==> src/rtl/alarm_clock_fsm.sv <==
// alarm_clock_fsm: sequencing controller for the four-digit alarm-clock LCD datapath.
// Decodes keypad / alarm / time buttons into datapath strobes and abandons a
// partial key entry after TIMEOUT_SECS one_second pulses of keypad inactivity.
// Ports:
//   clock         system clock, rising edge
//   reset         asynchronous, active-low reset
//   one_second    single-cycle pulse once per second
//   key           keypad code, NOKEY when idle
//   alarm_button  level, show or set the alarm time
//   time_button   level, load entered time as current time
//   show_a        display selects the alarm time
//   show_new_time display selects the key-entry digits
//   shift         one-cycle strobe, shift key into key register
//   load_new_a    one-cycle strobe, load key register into alarm register
//   load_new_c    one-cycle strobe, load key register into current-time counter
module alarm_clock_fsm #(
  parameter int unsigned TIMEOUT_SECS = 10,
  parameter logic [3:0]  NOKEY        = 4'd10
) (
  input  logic       clock,
  input  logic       reset,
  input  logic       one_second,
  input  logic [3:0] key,
  input  logic       alarm_button,
  input  logic       time_button,
  output logic       show_a,
  output logic       show_new_time,
  output logic       shift,
  output logic       load_new_a,
  output logic       load_new_c
);

  localparam int unsigned CNT_W = 4;
  localparam logic [CNT_W-1:0] CNT_MAX = CNT_W'(TIMEOUT_SECS - 1);

  typedef enum logic [2:0] {
    SHOW_TIME        = 3'd0,
    KEY_STORED       = 3'd1,
    KEY_WAITED       = 3'd2,
    KEY_ENTRY        = 3'd3,
    SHOW_ALARM       = 3'd4,
    SET_ALARM_TIME   = 3'd5,
    SET_CURRENT_TIME = 3'd6
  } state_t;

  state_t           state, state_nxt;
  logic [CNT_W-1:0] count, count_nxt;
  logic             timeout_c;
  logic             key_pressed_c;

  logic show_a_nxt, show_new_time_nxt, shift_nxt, load_new_a_nxt, load_new_c_nxt;

  assign key_pressed_c = (key != NOKEY);
  assign timeout_c     = (count == CNT_MAX) && one_second;

  // State, counter and output registers; outputs mirror the decode of the
  // state being entered, so they always reflect the current state.
  always_ff @(posedge clock or negedge reset) begin
    if (!reset) begin
      state         <= SHOW_TIME;
      count         <= '0;
      show_a        <= 1'b0;
      show_new_time <= 1'b0;
      shift         <= 1'b0;
      load_new_a    <= 1'b0;
      load_new_c    <= 1'b0;
    end else begin
      state         <= state_nxt;
      count         <= count_nxt;
      show_a        <= show_a_nxt;
      show_new_time <= show_new_time_nxt;
      shift         <= shift_nxt;
      load_new_a    <= load_new_a_nxt;
      load_new_c    <= load_new_c_nxt;
    end
  end

  // Next-state logic.
  always_comb begin
    state_nxt = state;
    case (state)
      SHOW_TIME: begin
        if (alarm_button)       state_nxt = SHOW_ALARM;
        else if (key_pressed_c) state_nxt = KEY_STORED;
      end
      KEY_STORED: state_nxt = KEY_WAITED;
      KEY_WAITED: begin
        if (!key_pressed_c)     state_nxt = KEY_ENTRY;
        else if (timeout_c)     state_nxt = SHOW_TIME;
      end
      KEY_ENTRY: begin
        if (alarm_button)       state_nxt = SET_ALARM_TIME;
        else if (time_button)   state_nxt = SET_CURRENT_TIME;
        else if (key_pressed_c) state_nxt = KEY_STORED;
        else if (timeout_c)     state_nxt = SHOW_TIME;
      end
      SHOW_ALARM: begin
        if (!alarm_button)      state_nxt = SHOW_TIME;
      end
      SET_ALARM_TIME:           state_nxt = SHOW_TIME;
      SET_CURRENT_TIME:         state_nxt = SHOW_TIME;
      default:                  state_nxt = SHOW_TIME;
    endcase
  end

  // Inactivity counter: runs only while waiting for keys, saturates at CNT_MAX.
  always_comb begin
    count_nxt = '0;
    if (state == KEY_WAITED || state == KEY_ENTRY) begin
      count_nxt = count;
      if (one_second && (count != CNT_MAX)) count_nxt = count + CNT_W'(1);
    end
  end

  // Output decode of the next state.
  always_comb begin
    show_a_nxt        = 1'b0;
    show_new_time_nxt = 1'b0;
    shift_nxt         = 1'b0;
    load_new_a_nxt    = 1'b0;
    load_new_c_nxt    = 1'b0;
    case (state_nxt)
      SHOW_ALARM:       show_a_nxt        = 1'b1;
      KEY_STORED:       shift_nxt         = 1'b1;
      KEY_WAITED,
      KEY_ENTRY:        show_new_time_nxt = 1'b1;
      SET_ALARM_TIME:   load_new_a_nxt    = 1'b1;
      SET_CURRENT_TIME: load_new_c_nxt    = 1'b1;
      default: ;
    endcase
  end

endmodule

==> config.mk <==
export PLATFORM = sky130hd
export DESIGN_NAME = alarm_clock_fsm
export DESIGN_NICKNAME = d
export VERILOG_FILES = /design/src/rtl/alarm_clock_fsm.sv
export SDC_FILE = /design/constraint.sdc
export NUM_CORES = 1
export LEC_CHECK = 0
export CAP_MARGIN = 5
export CORE_AREA = 3 3 40 42
export DETAILED_ROUTE_END_ITERATION = 8
export DIE_AREA = 0 0 43 45
export PLACE_DENSITY_LB_ADDON = 0.1
export SYNTH_ARGS = -nofsm -noshare
export SYNTH_HDL_FRONTEND = slang
export SYNTH_SLANG_ARGS = --single-unit
==> constraint.sdc <==
create_clock -name clock -period 2.3 [get_ports clock]
set_input_delay 0.69 -clock clock [delete_from_list [all_inputs] [get_ports clock]]
set_output_delay 0.69 -clock clock [all_outputs]
set_load 0.01 [all_outputs]
Yosys cells after proc, flatten, opt, wreduce, memory -nomap -nowiden --
Index checks and enable logic that the tools add are counted.
Word-level totals: register bits after elaboration 12, bits in latches 0, bits in writable memories 0, ROM bits 0, bits of input ports 9, output and inout port bits 5, word-level logic and storage cells 43, memories 0
Cells by class: add/sub/neg operators 1, multipliers 0, divide/modulo/power cells 0, order comparisons 0, equality and inequality tests 14, shift-type cells 0, muxes and demuxes 16, bitwise logic cells 0, reduce and logical (&&, ||, !) cells 5
Operators with widths (count):
- $mux W3 | 8
- $pmux W3 S5 | 1
- $eq A3 B2 Y1 const B | 4
- $eq A3 B3 Y1 const B | 4
- $mux W4 | 2
- $ne A4 B4 Y1 const B | 2
- $eq A3 B1 Y1 const B | 2
- $mux W1 | 5
- $add A4 B1 Y4 const B | 1
- $eq A4 B4 Y1 const B | 1
- $logic_not A3 Y1 | 1
- $logic_and A1 B1 Y1 | 2
- $ne A2 B1 Y1 const B | 1
- $reduce_or A2 Y1 | 1
- $logic_or A1 B1 Y1 | 1

Depth between registers and ports, before layout --
Gate-level depths: netlist of run 1.
word-level depth 10, mapped depth 6, depth with buffers taken out 6

Least setup slack after synthesis of run 1 --
Ideal clock, no wire load.
kind input port to flip-flop, from input key[2], to register shift, library setup time 80 ps, arrival 1489 ps, data required time 2220 ps, slack 731 ps, stages 4, path buffers 0, cells stage by stage nand4bb_1 or3_1 o211ai_1 nor3b_2
On the way: word-level cells in the longest chain between the ends 7, elaborated cells between the ends (all ways) 10, classes of those cells eq/ne: 2; mux: 8
RTL lines:
- from (decl) | line 23 | input logic [3:0] key,
- $ne A4 B4 Y1 * | line 53 | assign key_pressed_c = (key != NOKEY);
- $mux W3 | line 94 | else if (key_pressed_c) state_nxt = KEY_STORED;
- $mux W3 | line 93 | else if (time_button) state_nxt = SET_CURRENT_TIME;
- $mux W3 | line 92 | if (alarm_button) state_nxt = SET_ALARM_TIME;
- $pmux W3 S5 * | line 81 | case (state)
- named net state_nxt[0] | line 46 | state_t state, state_nxt;
- $eq A3 B1 Y1 * | line 122 | case (state_nxt)
- $mux W1 * | line 122
- named net shift_nxt | line 51 | logic show_a_nxt, show_new_time_nxt, shift_nxt, load_new_a_nxt, load_new_c_nxt;
- to (signal assigned) | line 72 | shift <= shift_nxt;
- to (decl) | line 28 | output logic shift,
The timed path passes the listed nets; every way through them passes the cells marked *. A chain may end at the register's enable or synchronous reset.

Worst setup path in the final report of run 1 --
from input alarm_button, to register show_new_time
On the way: word-level cells in the longest chain between the ends 5, elaborated cells between the ends (all ways) 8, classes of those cells eq/ne: 2; mux: 5; reduce/logical: 1
RTL lines:
- from (decl) | line 24 | input logic alarm_button,
- $mux W3 (on tied branches) | line 98, 83, 92
- $pmux W3 S5 * | line 81
- named net state_nxt[1] | line 46
- $eq A3 B2 Y1 | line 122
- $reduce_or A2 Y1 * | line 122
- $mux W1 * | line 122
- named net show_new_time_nxt | line 51
- to (signal assigned) | line 71 | show_new_time <= show_new_time_nxt;
- to (decl) | line 27 | output logic show_new_time,
Marked as above.

==> results of run 1 <==
==> power groups by stage <==
| stage | registers (W) | clock network, W | logic (W) |
|---|---|---|---|
| floorplan | 0.000308 | 0 | 0.000152 |
| global placement | 0.000319 | 0 | 0.000232 |
| detailed placement | 0.000321 | 0 | 0.000238 |
| CTS | 0.000317 | 0.000170 | 0.000238 |
| global route | 0.000327 | 0.000180 | 0.000256 |
| finish | 0.000315 | 0.000161 | 0.000235 |
==> state kept, by name, indices dropped and copies added, names as in the netlist <==
signal         cells
count              4
load_new_a         1
load_new_c         1
shift              1
show_a             1
show_new_time      1
state              3
==> layout by cell type (no fill, tap or decap) <==
master,n
a211oi_1,2
a21oi_1,1
a31oi_1,1
and2_1,1
and3_4,2
and4b_1,1
buf_4,1
clkbuf_4,3
clkbuf_8,1
clkdlybuf4s50_1,13
dfrtp_1,12
ha_1,2
inv_1,1
nand2b_1,4
nand2b_2,1
nand3_1,1
nand3b_1,1
nand4_1,1
nand4bb_1,1
nor2_1,4
nor2b_1,2
nor2b_4,1
nor3_1,1
nor3b_1,1
nor3b_2,1
nor4_1,1
o2111ai_1,1
o211ai_1,1
or3_1,1
or3_4,2
xnor2_1,1
xor2_1,2
==> critical path: stages <==
cell and delay [ns]:
clkdlybuf4s50_1 0.57, nand2b_1 0.18, a21oi_1 0.08, or3_4 0.35, nor2b_1 0.15
==> cell families (layout without fill, tap and decap cells) <==
| logic type | Yosys count | after routing | synth area share |
|---|---|---|---|
| AO/OA/AOI/OAI | 6 | 6 | 0.0701 |
| XOR/XNOR | 3 | 3 | 0.0433 |
| adder cells (fa/ha/maj) | 2 | 2 | 0.0412 |
| buffers and inverters | 2 | 19 | 0.0144 |
| flip-flops | 12 | 12 | 0.495 |
| AND/OR/NAND/NOR | 27 | 27 | 0.336 |
==> worst max-delay path by stage <==
| stage | slack (ns) | cells past startpoint | to | startpoint |
|---|---|---|---|---|
| after floorplan | 0.73 | 4 | shift | key[2] |
| after global placement | 0.20 | 5 | show_new_time | one_second |
| after detailed placement | 0.16 | 5 | show_new_time | alarm_button |
| after CTS | 0.44 | 5 | show_new_time | alarm_button |
| after global routing | 0.40 | 5 | shift | alarm_button |
| final | 0.44 | 5 | show_new_time | alarm_button |
==> metal layers <==
metal	vias up	wire [um]
met5	-	0
met4	0	0
met3	0	46
met2	10	593
met1	198	475
li1	221	-
==> per-stage QoR <==
step / setup slack, ns / cells / util / instance area, um2 / power [W]
after floorplan: 0.731 / 52 / - / 607 / 0.000461
after global placement: 0.205 / 80 / 0.590 / 758 / 0.000551
after detailed placement: 0.158 / 80 / 0.590 / 758 / 0.000559
after CTS: 0.444 / 84 / 0.618 / 795 / 0.000725
after global routing: 0.396 / 84 / 0.618 / 795 / 0.000763
final: 0.441 / 84 / 0.618 / 795 / 0.000712
==> final cells by class <==
class	instances	area, um2
multi-input combinational	38	298
clock buffer	4	36.3
inverter	1	3.75
sequential	12	300
tap	15	18.8
fill	117	490
timing repair buffer	14	138
==> summary.txt, run 1 <==
Status
  – Status: finished, final reports clean

Power
  – Int Power: 0.000496 W
  – Power per cell area: between 800 and 900 nW/um2
  – Sw frac: 0.303
  – Logic pwr share: 0.331
  – Sw power: about 0.00022 W
  – Share of power burned in registers: 0.443
  – Max IR drop VDD: 0.000383 V
  – Lkg Pwr: 0.335 nW
  – Clock share of power: 0.226

STA
  – Max_slew headroom: 0.657
  – Crit share post-route: 0.808
  – Final hold vios: 0
  – Fin crit period: between 1.5 and 2 ns
  – Worst Tran Pin Value: ~0.5 ns
  – Peak Freq: 538 MHz
  – Slew Limit Fails: 0
  – Setup violators final: 0
  – Clock skew: between 0.001 and 0.0015 ns
  – Worst hold slack: 0.587 ns
  – Setup_tns: 0 ns
  – RSZ-0062 raised after global routing: false

Global route
  – Total congestion overflow: 0
  – Vias in the first global route: 500
  – Initial antenna violation count: 0
  – Met3 global-route usage: 0.0359
  – Largest net degree at the start of global routing: 13
  – Total GRT Usage: 0.142
  – Global routing's busiest layer: met2
  – M2 GR Usage: 0.272
  – First-pass GRT wire length: just over 2000 um
  – Met1 Use GR: 0.149

Worst hold path
  – Hold EP: count[3]
  – Critical hold path startpoint: count[3]
  – Hold Crit Class: reg -> reg
  – Hold Path Stages: 2

Clock network
  – Clk sinks: 12
  – Reg clk slew, reported paths: 0.07 ns
  – CTS hold repair buffers: 0
  – CTS tree: done
  – H-Tree Depth: 1
  – Max Buffers Root-to-Sink: 2
  – Cts repair resizes: 0
  – Setup Buffers After CTS: 0
  – CTS Buf Count: 3
  – Clk Latency, worst-skew pair: 0.26 ns
  – Clk root buf: clkbuf_4

Synth
  – Top-area cell type share of the netlist area: 0.495
  – Netlist cell types: 29
  – Top FF cell, synth: dfrtp_1
  – Synthesized area per cell: between 10 and 15 um2
  – Share of flip-flops with an asynchronous set or reset: 1.00
  – Net Count, Synth: 63
  – Mapped Cells: 52
  – YS warnings: 0
  – Largest area contributor in the netlist: dfrtp_1
  – Top post-synthesis cells by area: dfrtp_1 49%, ha_1 4.1%, nand2b_1 4.1%
  – Sequential-to-total area share from yosys stat: 0.495
  – Yosys reg bits: 12
  – EDFF count, synth: 0
  – Mapped Area: 607 um2
  – Top cells by count, synth: 12 x dfrtp_1, 4 x nand2b_1, 4 x nor2_1
  – Most common cell in the netlist: dfrtp_1

Final layout
  – Synth-to-layout area growth: 30.9%
  – Final #Nets: 81
  – Share of layout cells above drive strength 1: 0.174
  – Ant. Diodes: 0

Critical path
  – CP Capture Type: register
  – Critical path launch point type: input port
  – Reg2reg start: count[1]
  – Peak fanout along the critical path: 7
  – WS Path Type: in -> reg
  – Reg2reg end: show_new_time
  – Reg2Reg Depth: 6
  – Reg-to-reg slack, setup: approximately 0.73 ns
  – Crit path DAT: between 2 and 2.5 ns
  – WP data required: 2.45 ns

Flow run
  – Max-Cap Viols: 0

Route
  – Drt drc: 0
  – DR vias: 429
  – 1st-iter DRT viols: 4
  – Drt pass-1 iters: 2
  – Avg WL per Cell: approximately 13 um
  – Total Routed Length: 1120 um
  – Drt via density: 5.11
  – Detail Route Antenna Nets: 0

Die
  – Die Width: 43 um
  – Row count: 13
  – Die ar.: approximately 1900 um2
  – Core ar.: about 1300 um2
  – Ports: 14
  – Die height: 45 um
  – Starting Density: 0.472

Place
  – DPL Wire Length: 916 um
  – Gpl congestion: 0.760
  – PortBufs: 13
(Power assumes the default switching activity.)
==> inputs of run 2 (changes only) <==
--- a/config.mk
+++ b/config.mk
@@ -6,9 +6,9 @@
 export NUM_CORES = 1
 export LEC_CHECK = 0
 export CAP_MARGIN = 5
-export CORE_AREA = 3 3 40 42
+export CORE_AREA = 3 3 43 45
 export DETAILED_ROUTE_END_ITERATION = 8
-export DIE_AREA = 0 0 43 45
+export DIE_AREA = 0 0 46 48
 export PLACE_DENSITY_LB_ADDON = 0.1
 export SYNTH_ARGS = -nofsm -noshare
 export SYNTH_HDL_FRONTEND = slang
==> constraint.sdc (replaced) <==
create_clock -name clock -period 1.7 [get_ports clock]
set_input_delay 0.51 -clock clock [delete_from_list [all_inputs] [get_ports clock]]
set_output_delay 0.51 -clock clock [all_outputs]
set_load 0.01 [all_outputs]
==> run 2 against run 1 <==
Compared with the run above:
- worst setup slack lost 0.40 ns
- clock skew shrank 0.00083 ns
- hold slack lost 0.062 ns
- final area grew 2.0%
- register-to-register slack lost 0.63 ns
- final cell count grew 3.6%
- sequential power grew 37%
- clock power grew 42%
- sequential cell count is the same
- critical endpoint unchanged
- largest cell class unchanged
- highest routed layer unchanged
==> summary.txt, run 2 (synthesized netlist as in run 1, its figures left out) <==
Route
  – Total Routed Length: 1130 um (was 1120 um)
  – Detail Route Antenna Nets: 0 (unchanged)
  – Drt via density: 5.10 (was 5.11)
  – Drt drc: 0 (unchanged)
  – Drt pass-1 iters: 4 (was 2)
  – 1st-iter DRT viols: 6 (was 4)
  – Avg WL per Cell: 13.0 um (was 13.3 um)
  – DR vias: 444 (was 429)

Critical path
  – Crit path DAT: 1.82 ns (was 2.01 ns)
  – CP Launch Point: one_second (was alarm_button)
  – Reg-to-reg slack, setup: 0.10 ns (was 0.73 ns)
  – CP Capture Type: register (unchanged)
  – WP data required: 1.87 ns (was 2.45 ns)
  – Peak fanout along the critical path: 3 (was 7)
  – Reg2reg end: show_new_time (unchanged)
  – Critical path launch point type: input port (unchanged)
  – WS Path Type: in -> reg (unchanged)
  – Reg2Reg Depth: 6 (unchanged)
  – Reg2reg start: count[1] (unchanged)

Die
  – Die height: 48 um (was 45 um)
  – Die Width: 46 um (was 43 um)
  – Die ar.: 2210 um2 (was 1940 um2)
  – Ports: 14 (unchanged)
  – Starting Density: 0.403 (was 0.472)
  – Row count: 14 (was 13)
  – Core ar.: 1510 um2 (was 1280 um2)

Final layout
  – Share of layout cells above drive strength 1: 0.197 (was 0.174)
  – Commonest non-fill, non-tap cells in the layout: 13 x clkdlybuf4s50_1, 12 x dfrtp_1, 4 x nand2b_1, 4 x nor2_1 (was 13 x clkdlybuf4s50_1, 12 x dfrtp_1, 4 x nand2b_1, 4 x nor2_1, 3 x clkbuf_4)
  – Final #Nets: 83 (was 81)
  – Largest regs: count: 4 flops, state: 3 flops (unchanged)
  – Ant. Diodes: 0 (unchanged)
  – Top reg by flops: count (unchanged)
  – Fin area: 811 um2 (was 795 um2)
  – Synth-to-layout area growth: 33.6% (was 30.9%)
  – # fillers: 142 (was 117)
  – Largest register FFs: 4 (unchanged)
  – Leading cell type in the layout, fill and taps excluded: clkdlybuf4s50_1 (unchanged)

STA
  – Fin crit period: 1.66 ns
  – RSZ-0062 raised after global routing: false (unchanged)
  – PnR worst setup slack: 0.0439 ns (was 0.441 ns)
  – Setup_tns: 0 ns (unchanged)
  – Peak Freq: 604 MHz
  – Setup violators final: 0 (unchanged)
  – Final hold vios: 0 (unchanged)
  – Clock skew: 0.000249 ns (was 0.00107 ns)
  – Worst Tran Pin Value: 0.274 ns (was 0.513 ns)
  – Crit share post-route: 0.974
  – Max_slew headroom: 0.815 (was 0.657)
  – Slew Limit Fails: 0 (unchanged)

Global route
  – Vias in the first global route: 396 (was 500)
  – Largest net degree at the start of global routing: 13 (unchanged)
  – Total GRT Usage: 0.113 (was 0.142)
  – First-pass GRT wire length: 1730 um (was 2030 um)
  – Initial antenna violation count: 0 (unchanged)
  – Total congestion overflow: 0 (unchanged)

Place
  – Post-Place Cell Area: 774 um2 (was 758 um2)
  – DPL Wire Length: 856 um (was 916 um)
  – Worst Setup Slack post-DPL: -0.241 ns (was 0.158 ns)
  – Gpl congestion: 0.771 (was 0.760)
  – PortBufs: 13 (unchanged)

Power
  – Max IR drop VDD: 0.000593 V (was 0.000383 V)
  – Lkg Pwr: 0.345 nW (was 0.335 nW)
  – Power per cell area: 1210 nW/um2 (was 896 nW/um2)

Clock network
  – Setup Buffers After CTS: 0 (unchanged)
  – CTS tree: done (unchanged)
  – Clk sinks: 12 (unchanged)
  – CTS Buf Count: 3 (unchanged)
  – Cts repair resizes: 0 (unchanged)
  – Max Buffers Root-to-Sink: 2 (unchanged)
  – Clk root buf: clkbuf_4 (unchanged)
  – Clk Latency, worst-skew pair: 0.27 ns (was 0.26 ns)
  – Reg clk slew, reported paths: 0.08 ns (was 0.07 ns)
  – H-Tree Depth: 1 (unchanged)
  – CTS hold repair buffers: 0 (unchanged)

Flow run
  – Max-Cap Viols: 0 (unchanged)

Status
  – Status: finished, final reports clean (unchanged)

Worst hold path
  – Hold Crit Class: in -> async (was reg -> reg)
## run 2: changes by cell type in the layout (fill, tap and decap cells not counted), sizes merged
cell and change:
buf +2
## run 2: layout make-up
cell class	instances	area, um2	share of cell area
Tap cell	16	20.0	0.0247
Clock buffer	4	36.3	0.0448
Sequential cell	12	300	0.370
Inverter	1	3.75	0.00463
Timing Repair Buffer	16	153	0.188
Multi-Input combinational cell	38	298	0.367
## run 2: how the worst max path moves through the flow
| stage | endpoint | slack (ns) |
|---|---|---|
| floorplan | show_new_time | 0.23 |
| global placement | show_new_time | -0.24 |
| detailed placement | show_new_time | -0.24 |
| CTS | load_new_c | 0.05 |
| global route | load_new_c | 0.009 |
| finish | show_new_time | 0.04 |
## run 2: worst max-delay path, cell delays in order
cell and delay [ns]:
clkdlybuf4s50_1 0.47, and4b_1 0.23, a211oi_1 0.08, or3_4 0.39
nor2b_1 0.14
## run 2: stage by stage
| stage | power, W | instances | hold WS [ns] | util |
|---|---|---|---|---|
| after floorplan | 0.000623 | 52 | 0.214 | - |
| after detailed placement | 0.000756 | 83 | 0.556 | 0.514 |
| after global placement | 0.000760 | 83 | 0.547 | 0.514 |
| final | 0.000977 | 87 | 0.525 | 0.538 |
| after global routing | 0.00103 | 87 | 0.531 | 0.538 |
| after CTS | 0.000986 | 87 | 0.526 | 0.538 |
## run 2: per-layer routing
metal / routed length [um] / global-route usage / vias up
met5: 0 / 0 / -
met4: 0 / 0 / 0
met3: 109 / 0.0602 / 0
met2: 479 / 0.179 / 20
met1: 538 / 0.147 / 200
li1: - / - / 224
## run 2: report_power, final
group          internal (W)  switching [W]  leakage (nW)
Sequential         0.000353      0.0000769         0.161
Clock              0.000130      0.0000978        0.0210
Combinational      0.000191       0.000128         0.163
Total              0.000674       0.000303         0.345
==> inputs of run 3 (changes only) <==
--- a/config.mk
+++ b/config.mk
@@ -6,9 +6,10 @@
 export NUM_CORES = 1
 export LEC_CHECK = 0
 export CAP_MARGIN = 5
-export CORE_AREA = 3 3 43 45
+export CORE_AREA = 3 3 49 51
+export CTS_BUF_LIST = sky130_fd_sc_hd__clkbuf_2 sky130_fd_sc_hd__clkbuf_4 sky130_fd_sc_hd__clkbuf_8
 export DETAILED_ROUTE_END_ITERATION = 8
-export DIE_AREA = 0 0 46 48
+export DIE_AREA = 0 0 52 54
 export PLACE_DENSITY_LB_ADDON = 0.1
 export SYNTH_ARGS = -nofsm -noshare
 export SYNTH_HDL_FRONTEND = slang
==> run 3 against run 2 <==
Compared with the run above:
- clock skew increased by 0.0059 ns
- non-clock buffer count increased by 2
- critical endpoint unchanged
- clock power about the same
- via count increased by 3.4%
- hold slack about the same
- utilization decreased by 11 points
==> summary.txt, run 3 (synthesized netlist as in run 1, its figures left out) <==
Status
  – Status: finished, final reports clean (unchanged)

Flow run
  – Max-Cap Viols: 0 (unchanged)

Place
  – DPL Wire Length: 902 um (was 856 um)
  – Placed Instances: 95 (was 83)
  – Gpl congestion: 0.716 (was 0.771)
  – PortBufs: 13 (unchanged)
  – Post-Place Cell Area: 796 um2 (was 774 um2)

Final layout
  – Share of layout cells above drive strength 1: 0.233 (was 0.197)
  – Largest register FFs: 4 (unchanged)
  – Leading cell type in the layout, fill and taps excluded: clkdlybuf4s50_1 (unchanged)
  – Top reg by flops: count (unchanged)
  – Largest regs: count: 4 flops, state: 3 flops (unchanged)
  – Storage element area: 300 um2 (unchanged)
  – Fin area: 856 um2 (was 811 um2)
  – Layout Cells excl Fill: 100 (was 87)
  – Footprint of the multi-input gates: 314 um2 (was 298 um2)
  – # fillers: 184 (was 142)
  – Final #Nets: 85 (was 83)
  – Commonest non-fill, non-tap cells in the layout: 13 x clkdlybuf4s50_1, 12 x dfrtp_1, 5 x buf_4 (was 13 x clkdlybuf4s50_1, 12 x dfrtp_1, 4 x nand2b_1, 4 x nor2_1)
  – Final core utilization: 0.432 (was 0.538)
  – Synth-to-layout area growth: 41.0% (was 33.6%)
  – Ant. Diodes: 0 (unchanged)

Route
  – Detail Route Antenna Nets: 0 (unchanged)
  – DR vias: 459 (was 444)
  – Drt drc: 0 (unchanged)
  – 1st-iter DRT viols: 5 (was 6)
  – Drt pass-1 iters: 3 (was 4)
  – Avg WL per Cell: 11.8 um (was 13.0 um)
  – Total Routed Length: 1180 um (was 1130 um)
  – Drt via density: 4.59 (was 5.10)

STA
  – Crit share post-route: 0.971 (was 0.974)
  – Final hold vios: 0 (unchanged)
  – Max_slew headroom: 0.822 (was 0.815)
  – Clock skew: 0.00611 ns (was 0.000249 ns)
  – Peak Freq: 606 MHz (was 604 MHz)
  – Worst hold slack: 0.525 ns (about the same)
  – Setup violators final: 0 (unchanged)
  – Slew Limit Fails: 0 (unchanged)
  – Worst Tran Pin Value: 0.266 ns (was 0.274 ns)
  – Fin crit period: 1.65 ns (was 1.66 ns)

Power
  – Clock share of power: 0.227 (was 0.233)
  – Sw frac: 0.304 (was 0.310)
  – Total power: 0.000993 W (was 0.000977 W)
  – Max IR drop VDD: 0.000789 V (was 0.000593 V)
  – Int Power: 0.000691 W (was 0.000674 W)
  – Logic pwr share: 0.347 (was 0.327)
  – Share of power burned in registers: 0.426 (was 0.440)
  – Sw power: 0.000302 W (was 0.000303 W)
  – Lkg Pwr: 0.359 nW (was 0.345 nW)
  – Power per cell area: 1160 nW/um2 (was 1210 nW/um2)

Clock network
  – H-Tree Depth: 1 (unchanged)
  – CTS hold repair buffers: 0 (unchanged)
  – Clk root buf: clkbuf_4 (unchanged)
  – Clk sinks: 12 (unchanged)
  – Clk Latency, worst-skew pair: 0.27 ns (about the same)
  – CTS tree: done (unchanged)
  – Reg clk slew, reported paths: 0.08 ns (about the same)
  – CTS Buf Count: 3 (unchanged)
  – Max Buffers Root-to-Sink: 2 (unchanged)

Die
  – Core ar.: 1980 um2 (was 1510 um2)
  – Starting Density: 0.306 (was 0.403)
  – Die ar.: 2810 um2 (was 2210 um2)
  – Die Width: 52 um (was 46 um)
  – Die height: 54 um (was 48 um)
  – Ports: 14 (unchanged)
  – Row count: 16 (was 14)

Critical path
  – Reg2reg end: show_new_time (unchanged)
  – Reg-to-reg slack, setup: 0.12 ns (was 0.10 ns)
  – Crit path DAT: 1.81 ns (was 1.82 ns)
  – Reg2Reg Depth: 6 (unchanged)
  – CP Capture Type: register (unchanged)
  – Reg2reg start: count[1] (unchanged)
  – Critical path launch point type: input port (unchanged)
  – Peak fanout along the critical path: 3 (unchanged)
  – WP data required: 1.86 ns (was 1.87 ns)
  – WS Path Type: in -> reg (unchanged)

Global route
  – Vias in the first global route: 455 (was 396)
  – Total GRT Usage: 0.110 (was 0.113)
  – Initial antenna violation count: 0 (unchanged)
  – Total congestion overflow: 0 (unchanged)
  – First-pass GRT wire length: 2170 um (was 1730 um)
  – Largest net degree at the start of global routing: 13 (unchanged)

Worst hold path
  – Hold Crit Class: in -> async (unchanged)
==> run 3: changes by cell type in the layout (fill, tap and decap cells not counted), sizes merged <==
cell | before | now
buf | 3 | 5
==> run 3: worst max path at each step <==
stage	startpoint	endpoint	slack, ns
after floorplan	count[1]	show_new_time	0.23
after global placement	key[2]	shift	-0.23
after detailed placement	one_second	show_new_time	-0.24
after CTS	show_a	show_a	0.03
after global routing	key[1]	shift	-0.002
final	one_second	show_new_time	0.05
==> run 3: stage by stage <==
stage          setup WS (ns)  TNS (ns)
2_1_floorplan          0.228         0
3_3_place_gp          -0.225    -0.632
3_5_place_dp          -0.241    -0.719
4_1_cts               0.0316         0
5_1_grt             -0.00178  -0.00178
6_report              0.0492         0
==> run 3: worst max-delay path, cell delays in order <==
cell	delay, ns
clkdlybuf4s50_1	0.47
and4b_1	0.23
a211oi_1	0.08
or3_4	0.38
nor2b_1	0.13
==> run 3: final cells by class <==
cell class,count,area share
well taps,27,0.0395
multi-input cells,38,0.367
flip-flops and latches,12,0.351
inverters,1,0.00439
clock buffers,4,0.0424
repair buffers,18,0.196
==> run 3: power by group through the flow <==
stage / sequential [W] / clock [W] / combinational, W
global route: 0.000434 / 0.000254 / 0.000387
CTS: 0.000423 / 0.000237 / 0.000331
detailed placement: 0.000430 / 0 / 0.000328
floorplan: 0.000417 / 0 / 0.000206
global placement: 0.000429 / 0 / 0.000327
finish: 0.000423 / 0.000225 / 0.000345
==> run 3: timing repair <==
| action | CTS | global route |
|---|---|---|
| setup endpoints to repair | 0 | 1 |
| buffers inserted | 0 | 1 |
| gates resized for setup | 0 | 1 |
==> run 3: layer usage <==
layer  routed length, um  up-vias  part of all wire  global-route usage
li1                    -      229                 -                   -
met1                 543      217              0.46               0.135
met2                 539       11              0.46               0.165
met3                  76        2             0.064              0.0526
met4                  19        0             0.016              0.0393
met5                   0        -                 0                   0
